### src/rtl/conv1_frame_ctrl.sv
// Frame sequencer for conv layer 1: clears the line buffer, streams a 1-bit image gap-free, counts outputs.
// Optional macro CONV1_CTRL_PERF_EN adds a frame_cycles busy-cycle counter output.
module conv1_frame_ctrl #(
    parameter int WIDTH         = 28,
    parameter int HEIGHT        = 28,
    parameter int K             = 3,
    parameter int ADDR_W        = 10,
    parameter int DRAIN_TIMEOUT = 64
) (
    input  logic              clk,
    input  logic              rst,
    input  logic              start,
    input  logic              abort,
    output logic              mem_rd_en,
    output logic [ADDR_W-1:0] mem_addr,
    input  logic              mem_rd_data,
    output logic              conv_clr,
    output logic              conv_data,
    input  logic              conv_valid,
    output logic              busy,
    output logic              done,
    output logic              err,
    output logic [9:0]        out_cnt
`ifdef CONV1_CTRL_PERF_EN
    ,
    output logic [15:0]       frame_cycles
`endif
);

    localparam int NPIX   = WIDTH * HEIGHT;
    localparam int EXP    = (WIDTH - K + 1) * (HEIGHT - K + 1);
    localparam int STAGES = 2;
    localparam int TMO_W  = $clog2(DRAIN_TIMEOUT + 1);

    localparam logic [ADDR_W-1:0] LAST_ADDR = ADDR_W'(NPIX - 1);
    localparam logic [9:0]        EXP_CNT   = 10'(EXP);
    localparam logic [TMO_W-1:0]  TMO_LAST  = TMO_W'(DRAIN_TIMEOUT - 1);

    typedef enum logic [2:0] {S_IDLE, S_CLEAR, S_FEED, S_DRAIN, S_DONE} state_t;

    state_t            state, state_nxt;
    logic [STAGES:0]   vld_pipe;  // [0] read issued, [1] pixel on memory bus, [2] conv_data valid
    logic [TMO_W-1:0]  tmo;
    logic              start_acc, abort_hit, cnt_en, drain_ok, tmo_hit;

    assign start_acc = (state == S_IDLE) && start;
    assign abort_hit = (state != S_IDLE) && abort;
    assign cnt_en    = ((state == S_FEED) || (state == S_DRAIN)) && conv_valid;
    assign drain_ok  = ~|vld_pipe[STAGES:1] && (out_cnt == EXP_CNT);
    assign tmo_hit   = (state == S_DRAIN) && !drain_ok && (tmo == TMO_LAST) && !abort;

    assign mem_rd_en = vld_pipe[0];
    assign busy      = (state != S_IDLE);
    assign done      = (state == S_DONE) && !err && !abort;

    always_comb begin
        state_nxt = state;
        case (state)
            S_IDLE:  if (start) state_nxt = S_CLEAR;
            S_CLEAR: state_nxt = S_FEED;
            S_FEED:  if (mem_addr == LAST_ADDR) state_nxt = S_DRAIN;
            S_DRAIN: begin
                if (drain_ok)             state_nxt = S_DONE;
                else if (tmo == TMO_LAST) state_nxt = S_IDLE;
            end
            S_DONE:  state_nxt = S_IDLE;
            default: state_nxt = S_IDLE;
        endcase
        if (abort_hit) state_nxt = S_IDLE;
    end

    always_ff @(posedge clk or posedge rst) begin
        if (rst) begin
            state     <= S_IDLE;
            vld_pipe  <= '0;
            mem_addr  <= '0;
            conv_clr  <= 1'b0;
            conv_data <= 1'b0;
            tmo       <= '0;
        end else begin
            state     <= state_nxt;
            // read strobe is registered from next state so it tracks FEED exactly
            vld_pipe  <= abort_hit ? '0 : {vld_pipe[STAGES-1:0], state_nxt == S_FEED};
            conv_data <= vld_pipe[1] && mem_rd_data && !abort_hit;
            conv_clr  <= (state_nxt == S_CLEAR) || abort_hit;
            mem_addr  <= (state == S_FEED && state_nxt == S_FEED) ? mem_addr + ADDR_W'(1) : '0;
            tmo       <= (state == S_DRAIN) ? tmo + TMO_W'(1) : '0;
        end
    end

    always_ff @(posedge clk or posedge rst) begin
        if (rst) begin
            out_cnt <= '0;
            err     <= 1'b0;
        end else if (start_acc) begin
            out_cnt <= '0;
            err     <= 1'b0;
        end else begin
            if (cnt_en) begin
                // saturate at the expected count; any further pulse is an overrun
                if (out_cnt == EXP_CNT) err <= 1'b1;
                else                    out_cnt <= out_cnt + 10'd1;
            end
            if (tmo_hit) err <= 1'b1;
        end
    end

`ifdef CONV1_CTRL_PERF_EN
    always_ff @(posedge clk or posedge rst) begin
        if (rst)            frame_cycles <= '0;
        else if (start_acc) frame_cycles <= '0;
        else if (busy)      frame_cycles <= frame_cycles + 16'd1;
    end
`endif

endmodule

### config.mk
export PLATFORM = sky130hd
export DESIGN_NAME = conv1_frame_ctrl
export DESIGN_NICKNAME = d
export VERILOG_FILES = /design/src/rtl/conv1_frame_ctrl.sv
export SDC_FILE = /design/constraint.sdc
export NUM_CORES = 1
export LEC_CHECK = 0
export ABC_AREA = 1
export CAP_MARGIN = 20
export CORE_UTILIZATION = 48
export CTS_CLUSTER_SIZE = 25
export DETAILED_ROUTE_END_ITERATION = 12
export PLACE_DENSITY = 0.81
export RECOVER_POWER = 50
export SLEW_MARGIN = 30
export SYNTH_ARGS = -nofsm -noshare
export SYNTH_HDL_FRONTEND = slang
export SYNTH_SLANG_ARGS = --single-unit
### constraint.sdc
create_clock -name clk -period 1.7 [get_ports clk]
set_clock_uncertainty 0.1 [all_clocks]
set_input_delay 0.34 -clock clk [delete_from_list [all_inputs] [get_ports clk]]
set_output_delay 0.34 -clock clk [all_outputs]
set_load 0.02 [all_outputs]
==> flow_summary_export.csv <==
group,metric,value,unit
outcome,status,"complete, no violations",
detailed_routing,drc,0,
synth,syn_area_per_cell,9.11,sq um
setup_path,critPathMaxFanout,5,
synth,yosysWarnings,0,
global_route,grt_remaining_overflow,0,
placement,place_ws,-0.407,ns
global_route,grt_pass1_vias,1575,
floorplan,rows,23,
clock_network,htreeDepth,2,
sta,period_minus_slack,1.70,ns
setup_path,endpoint_kind,"flop",
floorplan,dieArea,4420,sq um
placement,dp.final_hpwl,3020,microns
final_layout,drive_gt1_share,32.5,%
floorplan,die_width,66.5,microns
detailed_routing,vias,1754,
synth,synth_area,1990,sq um
final_layout,fillCellCount,308,
power,power,3.96,mW
worst_hold_path,min_from,"tmo[0]",
clock_network,numCtsBuffers,5,
clock_network,clk_pin_slew_worst_paths,0.07,ns
synth,yosysTopAreaCell,"dfrtp_1",
detailed_routing,drt_pass1_iterations,4,
clock_network,numClockSinks,36,
placement,dpl_cell_area,2600,sq um
clock_network,clk_path_buf_depth,2,
global_route,gr-usage-all-layers,21.8,%
clock_network,hold_buffers,0,
final_layout,fin_nets,301,
detailed_routing,drtIter0Drc,141,
setup_path,worstSetupStartpointType,"flop",
synth,yosysSeqAreaShare,45.2,%
setup_path,worstSetupStartpoint,"out_cnt[0]",
placement,dpl.cell_count,328,
floorplan,ios,32,
floorplan,start_util,49.9,%
detailed_routing,ant_nets,0,
sta,relSlewSlack,39.7,%
global_route,grt_antenna_before_repair,0,
global_route,grt_max_degree,37,
synth,ys_seq_elements,36,
synth,synth_top_area_share,45.2,%
sta,period_share,99.9,%
clock_network,clk_latency,0.29,ns
power,p_per_area,1410,nW/um^2
sta,fin_ws,0.00138,ns
floorplan,coreArea,4000,sq um
clock_network,root_buffer,"clkbuf_8",
worst_hold_path,min_path_type,"reg -> reg",
final_layout,area_growth,40.5,%
setup_path,worstPathArrival,1.82,ns
placement,portBuffers,31,
run,drv_cap,0,
setup_path,required,1.82,ns
setup_path,reg2reg_depth,9,
power,leakagePower,1.33,nW
detailed_routing,wl_per_cell,13.2,microns
sta,fmax,0.589,GHz
final_layout,stdcell_count,342,
placement,gp_congestion,0.885,
detailed_routing,wirelength,4520,microns
sta,setup_viol,0,
setup_path,timing.rr.start,"out_cnt[0]",
final_layout,antenna_cells,0,
synth,yosys-top-cells-area,"dfrtp_1 (45%), nand2_1 (5.6%), inv_1 (4.9%)",
worst_hold_path,holdPathStages,1,
power,irDropWorstVdd,790,uV
synth,netlist_instances,219,
sta,hold_viol_final,0,
global_route,grt_pass1_wl,7030,microns
final_layout,design_area,2800,sq um
clock_network,cts_tree,"built",
synth,syn-num-nets,229,
floorplan,die_y,66.5,microns
sta,drv_slew,0,
synth,synth_cell_types,33,
final_layout,utilization,70.0,%
setup_path,critPathKind,"reg -> reg",
sta,rsz0062_at_grt,"true",
sta,worst_slew_pin_slew,0.904,ns
detailed_routing,routed_via_density,5.13,
==> cells by family after synthesis <==
| group | count (synthesis) | share of synthesized area, % |
|---|---|---|
| simple gates | 112 | 32.3 |
| flops | 36 | 45.2 |
| buf+inv | 34 | 7.72 |
| compound gates | 23 | 7.90 |
| xor+xnor | 10 | 4.39 |
| fa+ha+maj | 4 | 2.51 |
==> flip-flops by register name, summed over array words and instances (netlist names) <==
signal     cells
tmo            7
conv_clr       1
err            1
state          3
out_cnt       10
mem_addr      10
vld_pipe       3
conv_data      1
==> what timing repair did <==
item | 4_1_cts | 5_1_grt
gates resized for setup | 28 | 22
setup buffers | 0 | 5
setup endpoints to repair | 22 | 22
pin swaps | 0 | 3
gates cloned | 0 | 1
==> metrics by stage <==
step | hold slack [ns] | TNS [ns]
detailed placement | 0.364 | -1.82
global route | 0.381 | -0.702
floorplan | 0.313 | 0
global placement | 0.350 | -1.36
CTS | 0.290 | 0
finish | 0.378 | 0
==> power breakdown <==
| part | switching (mW) | internal, mW | total [mW] |
|---|---|---|---|
| registers | 0.149 | 1.02 | 1.17 |
| clock network | 0.315 | 0.435 | 0.750 |
| logic | 1.16 | 0.873 | 2.04 |
==> critical path, stage by stage, from the launching register on <==
cell       delay, ns
dfrtp_2         0.41
inv_2           0.09
ha_4            0.15
nand2_4         0.05
nor2_4          0.14
nand4_4         0.14
nand3_4         0.11
nand4_4         0.11
clkbuf_16       0.19
nor3_4          0.11
==> cell type report <==
cell class                 instances  area [sq um]  share of cell area (%)
sequential                        36           903                    32.2
timing repair buffer              67           572                    20.4
clock buffer                       6          72.6                    2.59
multi-input combinational        149          1030                    36.9
inverter                          32           123                    4.38
tap                               50          62.6                    2.23
clock inverter                     2          35.0                    1.25
==> cell usage after synthesis, drive strengths merged <==
| library cell | n |
|---|---|
| dfrtp | 36 |
| nand2 | 34 |
| inv | 32 |
| nor2 | 30 |
| nor3 | 18 |
| nand3 | 16 |
| o21ai | 12 |
| nand4 | 10 |
| a21oi | 8 |
| xor2 | 7 |
| ha | 4 |
| xnor2 | 3 |
| a21boi | 2 |
| buf | 2 |
| a22oi | 1 |
| and3 | 1 |
| nand3b | 1 |
| nor4 | 1 |
| or2 | 1 |
==> final timing paths <==
check                               to  slack [ns]
min in group asynchronous   out_cnt[9]        0.65
hold reg to reg                 tmo[0]        0.38
setup / recovery           mem_addr[3]       0.001
setup reg to reg           mem_addr[3]       0.001
max in group asynchronous  mem_addr[0]        0.22
hold / removal                  tmo[0]        0.38
==> layer usage <==
layer | track usage, % | vias up | part of all wire (%)
li1 | - | 862 | -
met1 | 26.8 | 829 | 41
met2 | 37.2 | 51 | 53
met3 | 5.14 | 12 | 4.2
met4 | 7.18 | 0 | 2.1
met5 | 0 | - | 0
==> cell usage in the layout (no fill, tap or decap), drive strengths merged <==
| master | netlist | layout |
|---|---|---|
| dfrtp | 36 | 36 |
| buf | 2 | 35 |
| nand2 | 34 | 34 |
| inv | 32 | 32 |
| nor2 | 30 | 30 |
| dlygate4sd2 | 0 | 20 |
| nor3 | 18 | 18 |
| nand3 | 16 | 16 |
| o21ai | 12 | 12 |
| clkbuf | 0 | 11 |
| nand4 | 10 | 10 |
| a21oi | 8 | 8 |
| xor2 | 7 | 7 |
| clkdlybuf4s50 | 0 | 5 |
| ha | 4 | 4 |
| xnor2 | 3 | 3 |
| a21boi | 2 | 2 |
| and3 | 1 | 1 |
| nor4 | 1 | 1 |
| or2 | 1 | 1 |
| nand3b | 1 | 1 |
| a22oi | 1 | 1 |
| bufinv | 0 | 1 |
| clkinv | 0 | 1 |
| dlygate4sd3 | 0 | 1 |
| dlymetal6s2s | 0 | 1 |
Note: power is estimated with default switching activity, not from simulation.
